[src/rtl/ssd_refresh_divider_if.sv]
// Control/status bundle between a controller and the SSD refresh divider.
// Latency: n/a (signal bundle only).
// Backpressure: none; the divider consumes controls every cycle and never stalls.
// master: drives en/mode/div_load/div_value and observes the divider outputs.
// slave : the divider itself, which produces clk_div/tick/digit_sel/anode/div_active.
interface ssd_refresh_divider_if #(
  parameter int CNT_WIDTH = 16,
  parameter int DIGITS    = 4,
  parameter int DIG_WIDTH = 2
);
  logic                 en;
  logic                 mode;
  logic                 div_load;
  logic [CNT_WIDTH-1:0] div_value;
  logic                 clk_div;
  logic                 tick;
  logic [DIG_WIDTH-1:0] digit_sel;
  logic [DIGITS-1:0]    anode;
  logic [CNT_WIDTH-1:0] div_active;

  modport master (
    output en, mode, div_load, div_value,
    input  clk_div, tick, digit_sel, anode, div_active
  );

  modport slave (
    input  en, mode, div_load, div_value,
    output clk_div, tick, digit_sel, anode, div_active
  );
endinterface

[src/rtl/ssd_refresh_divider.sv]
// Programmable refresh divider: divided clock, tick pulse and SSD digit scan.
// Latency: all outputs registered; a terminal count shows up one edge after it is sampled.
// Backpressure: none; en=0 freezes counting and scanning, div_load is always accepted.
// Ports: clk, rst (async, active-high) and bus (slave modport):
//   inputs  en, mode (0 square / 1 pulse), div_load strobe, div_value
//   outputs clk_div, tick, digit_sel, anode (active-low one-hot), div_active
module ssd_refresh_divider #(
  parameter int CNT_WIDTH   = 16,
  parameter int DEFAULT_DIV = 4999,
  parameter int DIGITS      = 4,
  parameter int DIG_WIDTH   = 2
) (
  input  logic                  clk,
  input  logic                  rst,
  ssd_refresh_divider_if.slave  bus
);

  logic [CNT_WIDTH-1:0] count;
  logic [CNT_WIDTH-1:0] div_active;
  logic [CNT_WIDTH-1:0] pend_dat;
  logic                 pend_vld;
  logic                 clk_div;
  logic                 tick;
  logic [DIG_WIDTH-1:0] digit_sel;
  logic [DIGITS-1:0]    anode;

  logic                 term;
  logic [DIG_WIDTH-1:0] digit_nxt;
  logic [DIGITS-1:0]    anode_nxt;

  // Terminal edge: enabled and the counter has reached the active divisor.
  assign term = bus.en && (count == div_active);

  // Explicit wrap keeps digit_sel below DIGITS even when DIGITS < 2**DIG_WIDTH.
  assign digit_nxt = (digit_sel == DIG_WIDTH'(DIGITS - 1)) ? '0 : digit_sel + DIG_WIDTH'(1);
  assign anode_nxt = ~(DIGITS'(1) << digit_nxt);

  always_ff @(posedge clk or posedge rst) begin
    if (rst) begin
      count      <= '0;
      div_active <= CNT_WIDTH'(DEFAULT_DIV);
      pend_dat   <= '0;
      pend_vld   <= 1'b0;
      clk_div    <= 1'b0;
      tick       <= 1'b0;
      digit_sel  <= '0;
      anode      <= ~DIGITS'(1);
    end else begin
      if (term) begin
        count     <= '0;
        tick      <= 1'b1;
        clk_div   <= bus.mode ? 1'b1 : ~clk_div;
        digit_sel <= digit_nxt;
        anode     <= anode_nxt;
        // The divisor only changes when count restarts from 0, so count can
        // never run past div_active.
        if (pend_vld) begin
          div_active <= pend_dat;
          pend_vld   <= 1'b0;
        end
      end else if (bus.en) begin
        count   <= count + CNT_WIDTH'(1);
        tick    <= 1'b0;
        clk_div <= bus.mode ? 1'b0 : clk_div;
      end else begin
        tick    <= 1'b0;
        clk_div <= bus.mode ? 1'b0 : clk_div;
      end

      // Placed after the terminal update so a load coinciding with a terminal
      // edge leaves the new value pending (later non-blocking write wins).
      if (bus.div_load) begin
        pend_dat <= bus.div_value;
        pend_vld <= 1'b1;
      end
    end
  end

  assign bus.clk_div    = clk_div;
  assign bus.tick       = tick;
  assign bus.digit_sel  = digit_sel;
  assign bus.anode      = anode;
  assign bus.div_active = div_active;

endmodule

[src/flat_wrapper.sv]
// flat-port wrapper written by rule: the top's interface ports become plain ports
module ssd_refresh_divider_flat 
#(
  parameter int CNT_WIDTH   = 16,
  parameter int DEFAULT_DIV = 4999,
  parameter int DIGITS      = 4,
  parameter int DIG_WIDTH   = 2
)
  (clk, rst, bus_en, bus_mode, bus_div_load, bus_div_value, bus_clk_div, bus_tick, bus_digit_sel, bus_anode, bus_div_active);
  ssd_refresh_divider_if #(.CNT_WIDTH(CNT_WIDTH), .DIGITS(DIGITS), .DIG_WIDTH(DIG_WIDTH)) bus_i ();
  input  logic clk;
  input  logic rst;
  input wire logic [$bits(bus_i.en)-1:0] bus_en;
  input wire logic [$bits(bus_i.mode)-1:0] bus_mode;
  input wire logic [$bits(bus_i.div_load)-1:0] bus_div_load;
  input wire logic [$bits(bus_i.div_value)-1:0] bus_div_value;
  output wire logic [$bits(bus_i.clk_div)-1:0] bus_clk_div;
  output wire logic [$bits(bus_i.tick)-1:0] bus_tick;
  output wire logic [$bits(bus_i.digit_sel)-1:0] bus_digit_sel;
  output wire logic [$bits(bus_i.anode)-1:0] bus_anode;
  output wire logic [$bits(bus_i.div_active)-1:0] bus_div_active;
  assign bus_i.en = bus_en;
  assign bus_i.mode = bus_mode;
  assign bus_i.div_load = bus_div_load;
  assign bus_i.div_value = bus_div_value;
  assign bus_clk_div = bus_i.clk_div;
  assign bus_tick = bus_i.tick;
  assign bus_digit_sel = bus_i.digit_sel;
  assign bus_anode = bus_i.anode;
  assign bus_div_active = bus_i.div_active;
  ssd_refresh_divider #(.CNT_WIDTH(CNT_WIDTH), .DEFAULT_DIV(DEFAULT_DIV), .DIGITS(DIGITS), .DIG_WIDTH(DIG_WIDTH)) u_core (.clk(clk), .rst(rst), .bus(bus_i));
endmodule
[config.mk]
export PLATFORM = sky130hd
export DESIGN_NAME = ssd_refresh_divider_flat
export DESIGN_NICKNAME = d
export VERILOG_FILES = /design/src/rtl/ssd_refresh_divider_if.sv /design/src/rtl/ssd_refresh_divider.sv /design/src/flat_wrapper.sv
export SDC_FILE = /design/constraint.sdc
export NUM_CORES = 1
export LEC_CHECK = 0
export CELL_PAD_IN_SITES_DETAIL_PLACEMENT = 1
export CELL_PAD_IN_SITES_GLOBAL_PLACEMENT = 1
export CORE_MARGIN = 5
export CORE_UTILIZATION = 38
export DETAILED_ROUTE_END_ITERATION = 8
export GPL_TIMING_DRIVEN = 0
export MAX_ROUTING_LAYER = met4
export PLACE_DENSITY_LB_ADDON = 0.1
export SLEW_MARGIN = 20
export SYNTH_ARGS = -nofsm -noshare
export SYNTH_HDL_FRONTEND = slang
export SYNTH_SLANG_ARGS = --single-unit
[constraint.sdc]
create_clock -name clk -period 2.1 [get_ports clk]
set_input_delay 0.42 -clock clk [delete_from_list [all_inputs] [get_ports clk]]
set_output_delay 0.42 -clock clk [all_outputs]
set_load 0.05 [all_outputs]
==> reports/metrics.cfg, run 1 <==
[synth]
postSynth.topFlopCell=sky130_fd_sc_hd__dfrtp_1
synthDominantAreaCellType=sky130_fd_sc_hd__dfrtp_1
synth_enable_flop_cells=0
synth.ff_latch_count=57
synth_most_common_cell=sky130_fd_sc_hd__dfrtp_1
synth.yosys.warnings=0
synth_async_sr_flop_share=1.00
netlist_top_cells_area=sky130_fd_sc_hd__dfrtp_1, sky130_fd_sc_hd__dfstp_2, sky130_fd_sc_hd__mux2_2
synth_common_cells=sky130_fd_sc_hd__dfrtp_1, sky130_fd_sc_hd__mux2_2, sky130_fd_sc_hd__nor2_1
post_synth.cell_area_avg_sq_um=12.9
synth_cell_type_count=30
netlist.area_leader.share=0.453
synth_seq_area_share=0.554
syn_nets=227
number_of_standard_cells_after_synthesis=201
post_synth_instance_area_sq_mm=0.00260

[route]
initialDrtViolationCount=30
route.detailed.vias_per_inst=4.86
detailedRoute.firstPassIterationCount=4
wire_per_inst_microns=16.2
post-route-drc-count=0
vias=1702
wl_microns=5660
residual_antenna_violating_net_count_after_detailed_routing=0

[setup_path]
crit_path_end_kind=flop
critPathKind=flop to flop
timing.critical_path.from=u_core.bus.div_active[1]$_DFFE_PP1P_
regToRegEndpoint=u_core.bus.div_active[6]$_DFFE_PP0P_
critical_path_source_type=flop
cp_data_required_time_ps=2320
worstReg2RegStart=u_core.bus.div_active[1]$_DFFE_PP1P_
reg2reg_depth=7
setup.reg_to_reg.worst_slack_ps=0.4
arrival_ps=2320
path_max_fanout=5

[power_and_ir_drop]
power_uw=2770
irDropWorstVdd_mv=0.410
p_leak_uw=0.00161
power.density_mw_per_mm2=793

[layout]
layout-area-overhead-vs-synth_pct=34.6
layout.core_utilization=0.520
antenna_diode_count=0
post_route_cells_drive_above_1_share=0.293
fin_nets=291

[cts]
cts.htree.levels=3
clock-root-buffer=sky130_fd_sc_hd__clkbuf_8
clk-insertion-delay-late_ps=330
clock_sink_count=57
number_of_buffers_created_by_cts=9
clk_pin_slew_ps=60
ctsLongestPathBuffers=2
tritoncts=built
post_cts_hold_buffer_count=0

[timing]
rsz_0062_raised_after_global_routing=yes
timing.final.max_slew_violations=0
max_freq_mhz=476
slew_headroom=0.595
finalHoldWorstSlack_ps=465
setup_viol=0
time_the_final_worst_path_needs_with_i_o_delays_and_setup_ps=2100
share_of_the_clock_period_used_by_the_worst_path_after_layout=1.00
tightest_slew_ps=607
final.setup.worst_slack_ps=0.426
final.setup.tns_ps=0
finClkSkew_ps=5.93
report.final.hold_viol_count=0

[floorplan]
die_w_microns=92.7
floorplan.io_pins=45
std_cell_rows=30
core_region_area_sq_mm=0.00672
dieHeight_microns=92.7
initial_core_util=0.386
floorplan.die_area_sq_mm=0.00858

[placement]
dp_worst_setup_slack_ps=-526
place.detailed.hpwl_microns=3910
globalplace.congestion=0.799
numPortBuffers=43

[min_path]
hold-path-cell-count=2
hold_path.class=flop to flop
hold_start=u_core.bus.anode[3]$_DFFE_PP1P_
worstHoldEndpoint=u_core.bus.anode[3]$_DFFE_PP1P_

[global_routing]
number_of_antenna_violations_at_the_first_check_in_global_routing=0
grt_overflow=0
first_global_vias=1857
grt_start_max_net_pins=58
grt_pass1_wl_microns=9510
gr-usage-all-layers=0.149

[job]
max-cap-violations=0

[outcome]
result_of_the_run=completed

==> registers in the layout, summed over array words and instances, names as in the netlist <==
register	count
u_core.bus.anode	4
u_core.bus.clk_div	1
u_core.bus.digit_sel	2
u_core.bus.div_active	16
u_core.bus.tick	1
u_core.count	16
u_core.pend_dat	16
u_core.pend_vld	1
==> layout make-up <==
class	count	area [sq um]
sequential	57	1440
clock buffer	13	149
multi-input combinational	127	1100
clock inverter	3	65.1
timing repair buffer	54	552
buffer	5	42.5
fill	707	3220
tap	80	100
inverter	11	43.8
==> how the worst max path moves through the flow <==
stage                                                      end  cells after the start
after floorplan           u_core.bus.div_active[3]$_DFFE_PP0P_                      6
after global placement    u_core.bus.div_active[3]$_DFFE_PP0P_                      2
after detailed placement  u_core.bus.div_active[6]$_DFFE_PP0P_                      6
after CTS                 u_core.bus.div_active[6]$_DFFE_PP0P_                      7
after global routing      u_core.bus.div_active[3]$_DFFE_PP0P_                      7
final                     u_core.bus.div_active[6]$_DFFE_PP0P_                      7
==> report_power, final <==
part           total [uW]  internal, uW  leakage, uW  switching (uW)
registers            1270          1180     0.000684            89.3
clock network        1120           700     0.000108             424
logic                 377           204     0.000819             173
==> what timing repair did <==
action | in CTS | in global routing
gates cloned | 1 | 0
resized for setup | 14 | 5
setup endpoints to repair | 45 | 37
pin swaps | 4 | 4
buffers inserted | 5 | 4
==> logic make-up after synthesis <==
family	share of synthesized area
adders and majority gates	0.0241
and+or+nand+nor	0.0969
DFF	0.554
muxes	0.165
xor gates and xnor gates	0.0945
AOI/OAI and AO/OA	0.0342
buffers and inverters	0.0313
==> cells in the final DEF, fill, tap and decap left out, types with 3 or more instances in the layout <==
master	netlist	routed
sky130_fd_sc_hd__nand2_1	6	6
sky130_fd_sc_hd__dlygate4sd2_1	0	8
sky130_fd_sc_hd__clkdlybuf4s50_1	0	33
sky130_fd_sc_hd__clkbuf_8	0	10
sky130_fd_sc_hd__mux2_4	10	10
sky130_fd_sc_hd__mux2i_1	3	3
sky130_fd_sc_hd__nand4_1	7	7
sky130_fd_sc_hd__nand3_1	8	8
sky130_fd_sc_hd__xnor2_1	16	15
sky130_fd_sc_hd__buf_4	0	10
sky130_fd_sc_hd__nor2_1	17	17
sky130_fd_sc_hd__xor2_1	12	12
sky130_fd_sc_hd__dfstp_2	10	10
sky130_fd_sc_hd__ha_1	5	5
sky130_fd_sc_hd__mux2_2	22	22
sky130_fd_sc_hd__o21ai_0	3	3
sky130_fd_sc_hd__dfrtp_1	47	44
sky130_fd_sc_hd__clkbuf_1	1	4
sky130_fd_sc_hd__inv_1	11	10
sky130_fd_sc_hd__dfrtp_2	0	3
==> through the flow <==
step	instance area [sq um]	cells
floorplan	2610	201
global placement	3140	324
detailed placement	3170	325
CTS	3440	346
global route	3490	350
finish	3490	350
==> critical path: stages, from the launching register on <==
cell and delay (ps):
sky130_fd_sc_hd__dfstp_2 570, sky130_fd_sc_hd__xnor2_2 130, sky130_fd_sc_hd__nand4_1 210, sky130_fd_sc_hd__a2111oi_4 300, sky130_fd_sc_hd__buf_4 190, sky130_fd_sc_hd__nand3_4 120, sky130_fd_sc_hd__buf_12 180, sky130_fd_sc_hd__mux2_4 290
==> metal layers <==
metal	track usage	vias to the layer above	wire, microns
li1	-	813	-
met1	0.189	845	2640
met2	0.227	32	2690
met3	0.0333	12	206
met4	0.0733	0	127
met5	-	-	0
Power figures use the tool's default switching activity.
==> inputs of run 2 (changes only) <==
MAX_ROUTING_LAYER = unset   (was met4)
==> run 2 against run 1 <==
Compared with the run above: total power about the same; wire length about the same; cell area unchanged; non-clock buffer count unchanged; worst setup slack improved by 2.2 ps; clock skew about the same; combinational power about the same; critical endpoint unchanged; largest cell class unchanged; highest routed layer unchanged.
==> reports/metrics.cfg, run 2 (synthesis results as in run 1) <==
[layout]
fin_nets=291
layout.filler_cells=707
post_route_cells_drive_above_1_share=0.293
layout.core_utilization=0.520
mostFrequentLayoutCells=sky130_fd_sc_hd__dfrtp_1, sky130_fd_sc_hd__clkdlybuf4s50_1, sky130_fd_sc_hd__mux2_2
biggestRegsByFlops=u_core.bus.div_active: 16 flops, u_core.count: 16 flops, u_core.pend_dat: 16 flops
antenna_diode_count=0
fin_cells=350
layout-area-overhead-vs-synth_pct=34.6
seqCellArea_sq_mm=0.00144
multi_input_comb_area_sq_mm=0.00110
layout.cells.most_common=sky130_fd_sc_hd__dfrtp_1

[floorplan]
dieHeight_microns=92.7
core_region_area_sq_mm=0.00672
std_cell_rows=30
floorplan.io_pins=45
initial_core_util=0.386
die_w_microns=92.7
floorplan.die_area_sq_mm=0.00858

[setup_path]
critical_path_source_type=flop
arrival_ps=2320
path_max_fanout=5
critPathKind=flop to flop
cp_data_required_time_ps=2320
crit_path_end_kind=flop

[timing]
setup_viol=0
finClkSkew_ps=6.30
time_the_final_worst_path_needs_with_i_o_delays_and_setup_ps=2100
final.setup.worst_slack_ps=2.59
tightest_slew_ps=611
slew_headroom=0.590
timing.final.max_slew_violations=0
report.final.hold_viol_count=0
rsz_0062_raised_after_global_routing=yes
share_of_the_clock_period_used_by_the_worst_path_after_layout=0.999
max_freq_mhz=477

[power_and_ir_drop]
irDropWorstVdd_mv=0.410
p_leak_uw=0.00161
power.density_mw_per_mm2=793

[global_routing]
gr-usage-all-layers=0.145
number_of_antenna_violations_at_the_first_check_in_global_routing=0
grt_overflow=0
grt_pass1_wl_microns=9520
first_global_vias=1854
grt_start_max_net_pins=58

[route]
route.detailed.vias_per_inst=4.87
post-route-drc-count=0
residual_antenna_violating_net_count_after_detailed_routing=0
detailedRoute.firstPassIterationCount=4
wire_per_inst_microns=16.2
wl_microns=5670
initialDrtViolationCount=25
vias=1706

[cts]
tritoncts=built
number_of_buffers_created_by_cts=9
clk_pin_slew_ps=60
clk-insertion-delay-late_ps=330
clock_sink_count=57
ctsLongestPathBuffers=2
clock-root-buffer=sky130_fd_sc_hd__clkbuf_8
cts.htree.levels=3

[min_path]
hold_path.class=flop to flop

[placement]
place.detailed.hpwl_microns=3910
dp_worst_setup_slack_ps=-526
globalplace.congestion=0.788
numPortBuffers=43
placed_cells=325

[outcome]
result_of_the_run=completed

[job]
max-cap-violations=0

[run 2: stage by stage]
step                TNS [ps]  total power (uW)  area [sq um]  hold slack (ps)
CTS                     -379              2760          3440              474
global route           -1710              2910          3490              489
detailed placement    -16140              1610          3170              463
finish                     0              2770          3490              465
global placement      -58370              1590          3140              458
floorplan              -1250              1490          2610              477
[run 2: area by class of cell]
class | count | share of cell area
flip-flops and latches | 57 | 0.413
well taps | 80 | 0.0286
multi-input cells | 127 | 0.315
plain buffers | 5 | 0.0122
clock buffers | 13 | 0.0426
clock inverters | 3 | 0.0186
inverters | 11 | 0.0125
repair buffers | 54 | 0.158
[run 2: final timing paths]
path                                                      start                              endpoint  slack [ps]  depth (start not counted)
setup reg to reg           u_core.bus.div_active[1]$_DFFE_PP1P_  u_core.bus.div_active[6]$_DFFE_PP0P_           3                          7
setup / recovery           u_core.bus.div_active[1]$_DFFE_PP1P_  u_core.bus.div_active[6]$_DFFE_PP0P_           3                          7
max in group asynchronous                                   rst  u_core.bus.div_active[9]$_DFFE_PP1P_        1320                          3
hold / removal                  u_core.bus.anode[3]$_DFFE_PP1P_       u_core.bus.anode[3]$_DFFE_PP1P_         470                          2
min in group asynchronous                                   rst           u_core.count[2]$_DFFE_PP0P_         490                          3
hold reg to reg                 u_core.bus.anode[3]$_DFFE_PP1P_       u_core.bus.anode[3]$_DFFE_PP1P_         470                          2
[run 2: timing repair]
| item | CTS | global route |
|---|---|---|
| setup endpoints to repair | 45 | 37 |
| resized for setup | 14 | 5 |
| setup buffers | 5 | 4 |
| hold buffers | 0 | 0 |
| gates cloned | 1 | 0 |
| pin swaps | 4 | 4 |
[run 2: power by group]
part / switching [uW] / leakage [uW] / internal, uW / total (uW)
Combinational: 173 / 0.000819 / 204 / 377
Clock: 424 / 0.000108 / 700 / 1120
Sequential: 89.7 / 0.000684 / 1180 / 1270
[run 2: critical path, cell delays in order (launching register included)]
cell	delay, ps
sky130_fd_sc_hd__dfstp_2	570
sky130_fd_sc_hd__xnor2_2	130
sky130_fd_sc_hd__nand4_1	210
sky130_fd_sc_hd__a2111oi_4	300
sky130_fd_sc_hd__buf_4	190
sky130_fd_sc_hd__nand3_4	120
sky130_fd_sc_hd__buf_12	180
sky130_fd_sc_hd__mux2_4	290
[run 2: metal layers]
layer,global-route usage,vias up,wire length [microns]
li1,-,813,-
met1,0.189,848,2640
met2,0.225,33,2670
met3,0.0333,12,231
met4,0.0733,0,121
met5,0,-,0
